===== src/rtl/seven_segment_reader.sv =====
// rtl/seven_segment_reader.sv - samples a multiplexed seven-segment bus and rebuilds multi-digit frames
//
// Purpose: synchronizes {digit_en, seg_a..seg_g}, waits for STABLE_CYCLES identical
// samples, decodes the active digit's pattern to a 3-bit code and publishes a frame
// once every digit position has been captured.
//
// Ports:
//   clk          system clock, rising edge
//   rst          asynchronous active-high reset
//   seg_a..seg_g segment lines, active-high, asynchronous to clk
//   digit_en     one-hot digit select, all-zero = blanking
//   cap_valid    one-cycle pulse per captured digit
//   cap_digit    index of captured digit (with cap_valid)
//   cap_code     decoded code of captured digit (with cap_valid)
//   value_out    last complete frame, digit i at [3i+2:3i]
//   frame_valid  one-cycle pulse when value_out updates
//   frame_err    frame in value_out contained an unknown pattern
//   onehot_err   one-cycle pulse when a stable digit_en was multi-hot

module seven_segment_reader #(
  parameter int NUM_DIGITS    = 4,
  parameter int STABLE_CYCLES = 4
) (
  input  logic                      clk,
  input  logic                      rst,
  input  logic                      seg_a,
  input  logic                      seg_b,
  input  logic                      seg_c,
  input  logic                      seg_d,
  input  logic                      seg_e,
  input  logic                      seg_f,
  input  logic                      seg_g,
  input  logic [NUM_DIGITS-1:0]     digit_en,
  output logic                      cap_valid,
  output logic [2:0]                cap_digit,
  output logic [2:0]                cap_code,
  output logic [3*NUM_DIGITS-1:0]   value_out,
  output logic                      frame_valid,
  output logic                      frame_err,
  output logic                      onehot_err
);

  localparam int W  = NUM_DIGITS + 7;
  localparam int CW = $clog2(STABLE_CYCLES + 1);
  localparam logic [CW-1:0] CNT_MAX = CW'(STABLE_CYCLES);

  typedef enum logic [1:0] {SEEK, WAIT, HELD} state_t;

  state_t                    state, state_next;
  logic [W-1:0]              raw, sync1, samp, samp_prev;
  logic [CW-1:0]             cnt;
  logic                      chg;
  logic                      capture;
  logic [NUM_DIGITS-1:0]     en;
  logic [6:0]                seg7;
  logic [3:0]                hot_cnt;
  logic [2:0]                hot_idx;
  logic [2:0]                code_now;
  logic                      bad_now;
  logic [NUM_DIGITS-1:0]     seen, seen_upd;
  logic                      frame_bad;
  logic [3*NUM_DIGITS-1:0]   slots, slots_upd;

  assign raw  = {digit_en, seg_a, seg_b, seg_c, seg_d, seg_e, seg_f, seg_g};
  assign en   = samp[W-1:7];
  assign seg7 = samp[6:0];
  assign chg  = (samp != samp_prev);

  // The counter looks at the value about to enter samp, so cnt equals the number
  // of consecutive cycles the current sample has been held.
  always_ff @(posedge clk or posedge rst) begin
    if (rst) begin
      sync1     <= '0;
      samp      <= '0;
      samp_prev <= '0;
      cnt       <= '0;
    end else begin
      sync1     <= raw;
      samp      <= sync1;
      samp_prev <= samp;
      if (sync1 != samp)
        cnt <= CW'(1);
      else if (cnt != CNT_MAX)
        cnt <= cnt + 1'b1;
    end
  end

  always_ff @(posedge clk or posedge rst) begin
    if (rst) state <= SEEK;
    else     state <= state_next;
  end

  // SEEK may also capture: with STABLE_CYCLES=2 the count completes while the
  // FSM is still returning from SEEK after the change.
  always_comb begin
    state_next = state;
    capture    = 1'b0;
    case (state)
      SEEK: begin
        if (cnt == CNT_MAX) begin
          capture    = 1'b1;
          state_next = HELD;
        end else begin
          state_next = WAIT;
        end
      end
      WAIT: begin
        if (cnt == CNT_MAX) begin
          capture    = 1'b1;
          state_next = HELD;
        end else if (chg) begin
          state_next = SEEK;
        end
      end
      HELD: begin
        if (chg) state_next = WAIT;
      end
      default: state_next = SEEK;
    endcase
  end

  always_comb begin
    hot_cnt = 4'd0;
    hot_idx = 3'd0;
    for (int i = 0; i < NUM_DIGITS; i++) begin
      if (en[i]) begin
        hot_cnt = hot_cnt + 4'd1;
        hot_idx = 3'(i);
      end
    end
  end

  always_comb begin
    bad_now = 1'b0;
    case (seg7)
      7'b1111110: code_now = 3'd0;
      7'b0110000: code_now = 3'd1;
      7'b1101101: code_now = 3'd2;
      7'b1111001: code_now = 3'd3;
      7'b1001111: code_now = 3'd4;
      default: begin
        code_now = 3'd7;
        bad_now  = 1'b1;
      end
    endcase
  end

  // Only used when en is one-hot, so OR-ing en marks exactly the captured slot.
  always_comb begin
    seen_upd  = seen | en;
    slots_upd = slots;
    for (int i = 0; i < NUM_DIGITS; i++) begin
      if (en[i]) slots_upd[3*i +: 3] = code_now;
    end
  end

  always_ff @(posedge clk or posedge rst) begin
    if (rst) begin
      cap_valid   <= 1'b0;
      cap_digit   <= '0;
      cap_code    <= '0;
      value_out   <= '0;
      frame_valid <= 1'b0;
      frame_err   <= 1'b0;
      onehot_err  <= 1'b0;
      seen        <= '0;
      frame_bad   <= 1'b0;
      slots       <= '0;
    end else begin
      cap_valid   <= 1'b0;
      frame_valid <= 1'b0;
      onehot_err  <= 1'b0;
      if (capture) begin
        if (hot_cnt > 4'd1) begin
          onehot_err <= 1'b1;
        end else if (hot_cnt == 4'd1) begin
          cap_valid <= 1'b1;
          cap_digit <= hot_idx;
          cap_code  <= code_now;
          slots     <= slots_upd;
          if (&seen_upd) begin
            value_out   <= slots_upd;
            frame_err   <= frame_bad | bad_now;
            frame_valid <= 1'b1;
            seen        <= '0;
            frame_bad   <= 1'b0;
          end else begin
            seen      <= seen_upd;
            frame_bad <= frame_bad | bad_now;
          end
        end
      end
    end
  end

endmodule


===== config.mk =====
export PLATFORM = sky130hd
export DESIGN_NAME = seven_segment_reader
export DESIGN_NICKNAME = d
export VERILOG_FILES = /design/src/rtl/seven_segment_reader.sv
export SDC_FILE = /design/constraint.sdc
export NUM_CORES = 1
export LEC_CHECK = 0
export ABC_AREA = 1
export ABC_CLOCK_PERIOD_IN_PS = 4800
export BUFFER_PORTS_ARGS = -buffer_cell sky130_fd_sc_hd__buf_2
export CAP_MARGIN = 20
export CORE_AREA = 2 2 82 84
export CTS_CLUSTER_SIZE = 16
export DETAILED_ROUTE_END_ITERATION = 7
export DIE_AREA = 0 0 84 86
export HOLD_SLACK_MARGIN = 0.1
export PLACE_DENSITY = 0.73
export SLEW_MARGIN = 0
export SYNTH_ARGS = -nofsm -noshare
export SYNTH_HDL_FRONTEND = slang
export SYNTH_SLANG_ARGS = --single-unit

===== constraint.sdc =====
create_clock -name clk -period 4.8 [get_ports clk]
set_input_delay 0.48 -clock clk [delete_from_list [all_inputs] [get_ports clk]]
set_output_delay 0.48 -clock clk [all_outputs]
set_load 0.005 [all_outputs]

==> results of run 1 <==
==> worst max-delay path by stage <==
stage	from	end
final	samp[7]	slots[8]
after global routing	samp[8]	cap_code[0]
after CTS	samp[7]	value_out[3]
after detailed placement	samp[7]	value_out[3]
after global placement	samp[7]	cap_digit[1]
after floorplan	samp[7]	slots[9]
==> area by class of cell <==
| class | instances | area share, % |
|---|---|---|
| Sequential cell | 76 | 50.3 |
| Timing Repair Buffer | 34 | 4.57 |
| Multi-Input combinational cell | 236 | 32.7 |
| Inverter | 32 | 3.18 |
| Clock inverter | 4 | 2.52 |
| Clock buffer | 12 | 4.11 |
| Tap cell | 77 | 2.55 |
==> per-layer routing <==
layer	wire [um]	global-route usage (%)
met3	242	6.06
met2	2760	29.5
met4	92	7.92
met1	3090	27.8
met5	0	0
==> kinds of logic after synthesis <==
| kind of cell | count (synthesis) | share of synthesized area, % |
|---|---|---|
| AO/OA/AOI/OAI | 37 | 6.17 |
| XOR/XNOR | 14 | 3.89 |
| adder cells (fa/ha/maj) | 5 | 1.87 |
| buffers and inverters | 43 | 6.24 |
| flip-flops | 76 | 56.8 |
| other | 1 | 0.112 |
| AND/OR/NAND/NOR | 179 | 24.9 |
==> power by group through the flow <==
| stage | registers (mW) | clock network [mW] | logic [mW] |
|---|---|---|---|
| global route | 0.676 | 0.651 | 0.0813 |
| finish | 0.673 | 0.610 | 0.0691 |
| detailed placement | 0.686 | 0 | 0.0707 |
| floorplan | 0.676 | 0 | 0.0621 |
| global placement | 0.685 | 0 | 0.0694 |
| CTS | 0.673 | 0.616 | 0.0709 |
==> cells in the mapped netlist, drive strengths merged (5+ instances only) <==
master	instances	share of area, %
a21oi	14	2.4
xor2	6	1.6
dfrtp	76	57
o21ai	22	3.5
nand3	31	4.8
xnor2	8	2.3
nand2	99	12
inv	32	3.6
nor2	25	3.0
or2	17	3.2
ha	5	1.9
buf	10	2.5
==> state kept, by name, summed over array words and instances (netlist names) <==
| name | count |
|---|---|
| slots | 12 |
| value_out | 12 |
| samp | 11 |
| samp_prev | 11 |
| sync1 | 11 |
| seen | 4 |
| cap_code | 3 |
| cnt | 3 |
| cap_digit | 2 |
| state | 2 |
| cap_valid | 1 |
| frame_bad | 1 |
| frame_err | 1 |
| frame_valid | 1 |
| onehot_err | 1 |
==> through the flow <==
step,instances,power [mW]
after floorplan,355,0.738
after global placement,455,0.754
after detailed placement,455,0.757
after CTS,471,1.36
after global routing,471,1.41
final,471,1.35
==> worst max-delay path: stages, from the launching register on <==
cell     delay (ns)
dfrtp_1        0.59
inv_1          0.16
ha_1           0.35
inv_1          0.06
nand2_1        0.07
nand2_1        0.09
inv_1          0.05
ha_1           0.27
or2_1          0.23
nand2_2        0.08
nand2_2        0.09
nor2_4         0.37
nand2_1        0.27
nand2_1        0.13
o21ai_1        0.06
==> flow_metrics.tcl, run 1 <==
set metrics [dict create \
    status "completed" \
    required_ns 5.04 \
    crit_type "reg -> reg" \
    drt-total-wl_um 6180 \
    multi_input_area_um2 1240 \
    post_cts_resized 0 \
    clk_path_buf_depth 2 \
    fin_skew_ns 0.00998 \
    gp_congestion 0.806 \
    period_share_pct 62.2 \
    p_clk_share_pct 45.1 \
    via_count 2376 \
    p_sw_share_pct 22.0 \
    reg2reg_depth 14 \
    drt-wirelength-per-cell_um 13.1 \
    syn_inst 355 \
    die_w_um 84 \
    start_kind "register" \
    fillers 561 \
    initial_utilization_pct 53.3 \
    synth_warnings 0 \
    insertion_delay_ns 0.36 \
    ios 35 \
    grt_usage_pct 20.0 \
    worst_ir_drop_vdd_uv 236 \
    route.detailed.drc 0 \
    intPower_mw 1.05 \
    grt_antenna_before_repair 0 \
    nets 407 \
    synth_area_um2 3350 \
    cts-htree-levels 3 \
    layout_setup_ws_ns 1.81 \
    ant_nets 0 \
    pwr-share-seq_pct 49.8 \
    final_cell_mix "nand2_1, dfrtp_1, buf_2, inv_1, nand3_1" \
    dp_hpwl_um 4180 \
    min_to "sync1[4]" \
    whs_ns 0.217 \
    hp-start "seg_c" \
    synth_nets 373 \
    crit_path_end_kind "register" \
    arrival_ns 3.23 \
    max_freq_ghz 0.335 \
    ys_types 33 \
    dieArea_um2 7220 \
    ys_ff_latch 76 \
    whs_path_depth 1 \
    num_antenna_cells 0 \
    post_cts_buffers 0 \
    worstMarginPinSlew_ns 0.910 \
    rr_endpoint "slots[8]" \
    core_area_um2 6280 \
    numClockSinks 76 \
    cts_tree "done" \
    fin_area_um2 3780 \
    hold_path.class "in -> reg" \
    drtIter0Drc 192 \
    cts_root_buf "clkbuf_8" \
    p_leak_nw 2.00 \
    synth_flop_cell "dfrtp_1" \
    die_y_um 86 \
    io_buffers 33 \
    rsz0062_at_grt "false" \
    final_common_cell "nand2_1" \
    viasPerCell 5.04 \
    grt_pass1_vias 2317 \
    cts_hold_buf 0 \
    setup_viol 0 \
    syn2layout_area_growth_pct 12.9 \
    crit_fanout 13 \
    place_area_um2 3530 \
    pre_cts_slack_ns 1.82 \
    seqCellArea_um2 1900 \
    max_slew_margin_pct 39.3 \
    cap_violations 0 \
    yosysSeqAreaShare_pct 56.8 \
    utilization_pct 60.2 \
    drtPass1Iterations 4 \
    drive_gt1_share_pct 21.3 \
    timing.final.crit_period_ns 2.99 \
    power.switching_uw 298 \
    regToRegSetupSlack_ns 1.81 \
    cts_buffers 9 \
    hold_viol_final 0 \
    synthArstFlopShare_pct 100 \
    grt_overflow_total 0 \
    reg2reg_from "samp[7]" \
    power_density_nw_per_um2 358 \
    core.rowCount 29 \
    slew_viol_final 0 \
    synth-edff-count 0 \
    cts.clk_slew.worst_paths_ns 0.08 \
    grt_max_degree 77 \
    combPwrFrac_pct 5.1 \
    finalSetupTns_ns 0 \
    synth.avg_cell_area_um2 9.43 \
    grt_pass1_wl_um 11100 \
]
Power figures use the tool's default switching activity.
==> run 2: changes to the inputs <==
--- a/config.mk
+++ b/config.mk
@@ -6,7 +6,7 @@
 export NUM_CORES = 1
 export LEC_CHECK = 0
 export ABC_AREA = 1
-export ABC_CLOCK_PERIOD_IN_PS = 4800
+export ABC_CLOCK_PERIOD_IN_PS = 2960
 export BUFFER_PORTS_ARGS = -buffer_cell sky130_fd_sc_hd__buf_2
 export CAP_MARGIN = 20
 export CORE_AREA = 2 2 82 84
==> constraint.sdc (replaced) <==
create_clock -name clk -period 2.96 [get_ports clk]
set_input_delay 0.296 -clock clk [delete_from_list [all_inputs] [get_ports clk]]
set_output_delay 0.296 -clock clk [all_outputs]
set_load 0.005 [all_outputs]
==> flow_metrics.tcl, run 2 (synthesized netlist as in run 1, its figures left out) <==
set metrics [dict create \
    status "completed" \
    gp_congestion 0.843 \
    top_regs "slots x12, value_out x12" \
    via_count 2413 \
    drtPass1Iterations 4 \
    hold_path.class "reg -> reg" \
    power_density_nw_per_um2 557 \
    die_w_um 84 \
    drt-total-wl_um 6350 \
    dp_hpwl_um 4460 \
    grt_overflow_total 0 \
    grt_pass1_vias 2405 \
    cts-htree-levels 3 \
    slew_viol_final 0 \
    initial_utilization_pct 53.3 \
    crit_fanout 13 \
    syn2layout_area_growth_pct 17.3 \
    max_freq_ghz 0.376 \
    period_share_pct 89.8 \
    cts_buffers 9 \
    p_leak_nw 2.07 \
    hold_viol_final 0 \
    drtIter0Drc 102 \
    grt_antenna_before_repair 0 \
    cts.clk_slew.worst_paths_ns 0.08 \
    numClockSinks 76 \
    cap_violations 0 \
    post_cts_resized 0 \
    cp-startpoint "samp[8]" \
    cts_root_buf "clkbuf_8" \
    drive_gt1_share_pct 21.7 \
    regToRegSetupSlack_ns 0.30 \
    clk_path_buf_depth 2 \
    crit_path_end_kind "register" \
    setup_viol 0 \
    core_area_um2 6280 \
    rsz0062_at_grt "false" \
    start_kind "register" \
    whs_path_depth 0 \
    worst_ir_drop_vdd_uv 410 \
    core.rowCount 29 \
    timing.final.crit_period_ns 2.66 \
    fillers 525 \
    dieArea_um2 7220 \
    final_common_cell "nand2_1" \
    ant_nets 0 \
    reg2reg_from "samp[8]" \
    ios 35 \
    worstMarginPinSlew_ns 0.669 \
    grt_pass1_wl_um 11200 \
    finalSetupTns_ns 0 \
    cts_tree "done" \
    io_buffers 33 \
    grt_usage_pct 20.1 \
    final_cell_mix "nand2_1, dfrtp_1, buf_2, inv_1, nand3_1" \
    nets 423 \
    whs_ns 0.396 \
    reg2reg_depth 12 \
    drt-wirelength-per-cell_um 13.0 \
    max_slew_margin_pct 55.4 \
    arrival_ns 2.88 \
    route.detailed.drc 0 \
    grt_max_degree 29 \
    fin_skew_ns 0.00437 \
    insertion_delay_ns 0.36 \
    num_antenna_cells 0 \
    die_y_um 86 \
    totalPowerFinal_mw 2.19 \
    viasPerCell 4.95 \
    required_ns 3.18 \
    hp-start "sync1[3]" \
    crit_type "reg -> reg" \
]
[run 2: changes by cell type in the layout (fill, tap and decap cells not counted), sizes merged]
cell,before,now
inv,32,33
dlygate4sd3,0,12
buf,34,38
clkinv,1,2
clkbuf,12,9
clkinvlp,0,1
[run 2: per-stage QoR]
stage	cell area (um^2)	utilization (%)	setup WS (ns)	instances
global route	3930	62.5	0.0140	487
detailed placement	3560	56.7	0.326	459
finish	3930	62.5	0.302	487
CTS	3930	62.5	0.291	487
global placement	3560	56.7	0.363	459
floorplan	3350	-	0.519	355
[run 2: area by class of cell]
class / count / area [um^2] / share of cell area (%)
flip-flops and latches: 76 / 1900 / 48.5
inverters: 32 / 120 / 3.06
clock inverters: 7 / 124 / 3.16
clock buffers: 9 / 124 / 3.16
multi-input cells: 236 / 1240 / 31.5
repair buffers: 50 / 323 / 8.22
well taps: 77 / 96.3 / 2.45
[run 2: routing by layer]
layer	vias up	share of wire, %	track usage (%)
li1	1226	-	-
met1	1126	48	26.9
met2	48	45	31.0
met3	13	4.5	4.72
met4	0	2.5	10.3
met5	-	0	0
[run 2: worst paths after layout]
check / end
max: cap_code[0]
min: samp[3]
max reg2reg: cap_code[0]
min reg2reg: samp[3]
max in group asynchronous: frame_valid
min in group asynchronous: sync1[4]
[run 2: what timing repair did]
item                                    CTS  global route
buffers inserted                          0             0
hold buffers                             12             0
endpoints found under the setup margin    0             0
hold endpoints to repair                 35             0
[run 2: critical path, cell delays in order (launching register included)]
cell and delay (ns):
dfrtp_1 0.42, buf_4 0.19, ha_1 0.19, o21ai_0 0.20
inv_1 0.07, ha_1 0.26, or2_1 0.23, nand2_2 0.08
nand2_2 0.09, nor2_4 0.35, inv_1 0.24, nand2_1 0.10
o21ai_0 0.08
[run 2: report_power, final]
| group | total [mW] | switching, mW | internal [mW] |
|---|---|---|---|
| Clock | 0.966 | 0.401 | 0.565 |
| Combinational | 0.134 | 0.0764 | 0.0572 |
| Sequential | 1.09 | 0.0260 | 1.06 |
==> run 3: changes to the inputs <==
==> config.mk (replaced) <==
export PLATFORM = sky130hd
export DESIGN_NAME = seven_segment_reader
export DESIGN_NICKNAME = d
export VERILOG_FILES = /design/src/rtl/seven_segment_reader.sv
export SDC_FILE = /design/constraint.sdc
export NUM_CORES = 1
export LEC_CHECK = 0
export ABC_AREA = 1
export ABC_CLOCK_PERIOD_IN_PS = 2200
export BUFFER_PORTS_ARGS = -buffer_cell sky130_fd_sc_hd__buf_2
export CAP_MARGIN = 20
export CORE_AREA = 2 2 84 86
export CTS_CLUSTER_SIZE = 16
export DETAILED_ROUTE_END_ITERATION = 7
export DIE_AREA = 0 0 86 88
export HOLD_SLACK_MARGIN = 0.1
export PLACE_DENSITY = 0.84
export SYNTH_ARGS = -nofsm -noshare
export SYNTH_HDL_FRONTEND = slang
export SYNTH_SLANG_ARGS = --single-unit
==> constraint.sdc (replaced) <==
create_clock -name clk -period 2.2 [get_ports clk]
set_input_delay 0.22 -clock clk [delete_from_list [all_inputs] [get_ports clk]]
set_output_delay 0.22 -clock clk [all_outputs]
set_load 0.005 [all_outputs]
==> flow_metrics.tcl, run 3 (synthesized netlist as in run 1, its figures left out) <==
set metrics [dict create \
    whs_path_depth 0 \
    fin_area_um2 4450 \
    core.rowCount 30 \
    slew_viol_final 0 \
    max_freq_ghz 0.421 \
    initial_utilization_pct 50.4 \
    insertion_delay_ns 0.36 \
    grt_pass1_vias 2763 \
    via_count 2759 \
    layout_setup_ws_ns -0.177 \
    power_density_nw_per_um2 671 \
    crit_type "reg -> reg" \
    io_buffers 33 \
    cts.clk_slew.worst_paths_ns 0.08 \
    fin_skew_ns 0.0123 \
    timing.final.crit_period_ns 2.38 \
    rsz0062_at_grt "true" \
    cts_root_buf "clkbuf_8" \
    hold_path.class "reg -> reg" \
    top_layer "met4" \
    drtPass1Iterations 5 \
    top_regs "slots x12, value_out x12" \
    place_area_um2 3730 \
    cap_violations 0 \
    start_kind "register" \
    period_share_pct 108 \
    numClockSinks 76 \
    p_leak_nw 2.22 \
    rr_endpoint "slots[2]" \
    num_antenna_cells 0 \
    syn2layout_area_growth_pct 32.8 \
    grt_usage_pct 22.8 \
    hp-start "sync1[1]" \
    route.detailed.drc 0 \
    cts_tree "done" \
    wl_met1_um 3370 \
    timing.critical_path.mode_cell "nand2_2" \
    nets 451 \
    multi_input_area_um2 1500 \
    dp.cells 477 \
    required_ns 2.44 \
    viasPerCell 5.34 \
    cts_buffers 9 \
    grt_max_degree 35 \
    grt_antenna_before_repair 0 \
    crit_path_end_kind "register" \
    dr_wl_met3_um 430 \
    cp_cell_sequence "inv_2 > ha_4 > inv_2 > nand2_2 > nand2_2 > inv_2 > ha_4 > or2_1 > nand2_2 > nand2_4 > nor2_4 > buf_12 > buf_8 > nand2_4 > nand2_2 > o21ai_1" \
    crit_fanout 6 \
    grt_pass1_wl_um 13100 \
    max_stage_delay_ns 0.40 \
    drt-wirelength-per-cell_um 16.1 \
    grt_overflow_total 0 \
    dp_hpwl_um 4900 \
    pre_cts_slack_ns -0.179 \
    max_slew_margin_pct 53.6 \
    die_w_um 86 \
    die_y_um 88 \
    reg2reg_depth 16 \
    clk_path_buf_depth 2 \
    violations "setup timing" \
    finalSetupTns_ns -3.70 \
    setup_viol 35 \
    final_cell_mix "dfrtp_1, nand2_1, buf_2, inv_1" \
    min_to "samp[1]" \
    status "finished with violations" \
    fillers 465 \
    worstMarginPinSlew_ns 0.697 \
    drtIter0Drc 278 \
    drive_gt1_share_pct 37.3 \
    whs_ns 0.396 \
    dieArea_um2 7570 \
    instances_no_fill 517 \
    final_common_cell "dfrtp_1" \
    drt-total-wl_um 8300 \
    reg2reg_from "samp[8]" \
    cts-htree-levels 3 \
    ant_nets 0 \
    hold_viol_final 0 \
    arrival_ns 2.61 \
    gp_congestion 0.836 \
    cp_slowest_cell "dfrtp_1" \
    core_area_um2 6640 \
    seqCellArea_um2 1900 \
    ios 35 \
    worst_ir_drop_vdd_uv 336 \
    wl_met2_um 4270 \
    regToRegSetupSlack_ns -0.18 \
]
## run 3: cell count changes in the layout (fill, tap and decap cells not counted), moves of 5 or more
cell,before,now
nand2_1,91,69
buf_4,5,22
nand2_2,4,19
nand3_1,30,20
nand3_2,1,11
o21ai_2,2,8
inv_1,30,25
nand2_4,4,9
## run 3: worst max path at each step
stage,to,from,depth (start not counted)
after detailed placement,slots[11],samp[7],12
final,slots[2],samp[8],16
after global routing,slots[2],samp[8],16
after CTS,value_out[1],samp[8],15
after global placement,slots[11],samp[7],12
after floorplan,slots[11],samp[7],16
## run 3: stage by stage
step                power [mW]  utilization, %
floorplan                 1.62               -
global placement          1.68            56.2
detailed placement        1.69            56.2
CTS                       2.97            65.2
global route              3.07            66.9
finish                    2.98            66.9
## run 3: where the power goes
part	switching, mW	internal (mW)	total, mW
clock	0.507	0.750	1.26
combinational	0.147	0.118	0.265
sequential	0.0315	1.43	1.46
## run 3: final cells by class
cell class	count	area share [%]
sequential	76	42.8
multi-input combinational	238	33.6
timing repair buffer	76	13.4
clock buffer	11	2.96
inverter	32	2.76
tap	80	2.25
clock inverter	4	2.22
## run 3: routing by layer
| layer | vias up | track usage, % |
|---|---|---|
| li1 | 1278 | - |
| met1 | 1338 | 27.4 |
| met2 | 116 | 38.8 |
| met3 | 27 | 5.56 |
| met4 | 0 | 10.4 |
| met5 | - | 0 |
## run 3: what timing repair did
item / 4_1_cts / 5_1_grt
endpoints found under the setup margin: 37 / 37
gates cloned: 1 / 1
hold buffers: 12 / 0
setup buffers: 10 / 1
hold endpoints to repair: 29 / 0
gates resized for setup: 36 / 29
pin swaps: 22 / 15
## run 3: critical path: cells and delay by family, from the launching register on
kind,cells,cell delay [ns]
buf+inv,5,0.48
compound gates,1,0.08
fa+ha+maj,2,0.48
flops,1,0.40
simple gates,8,0.81
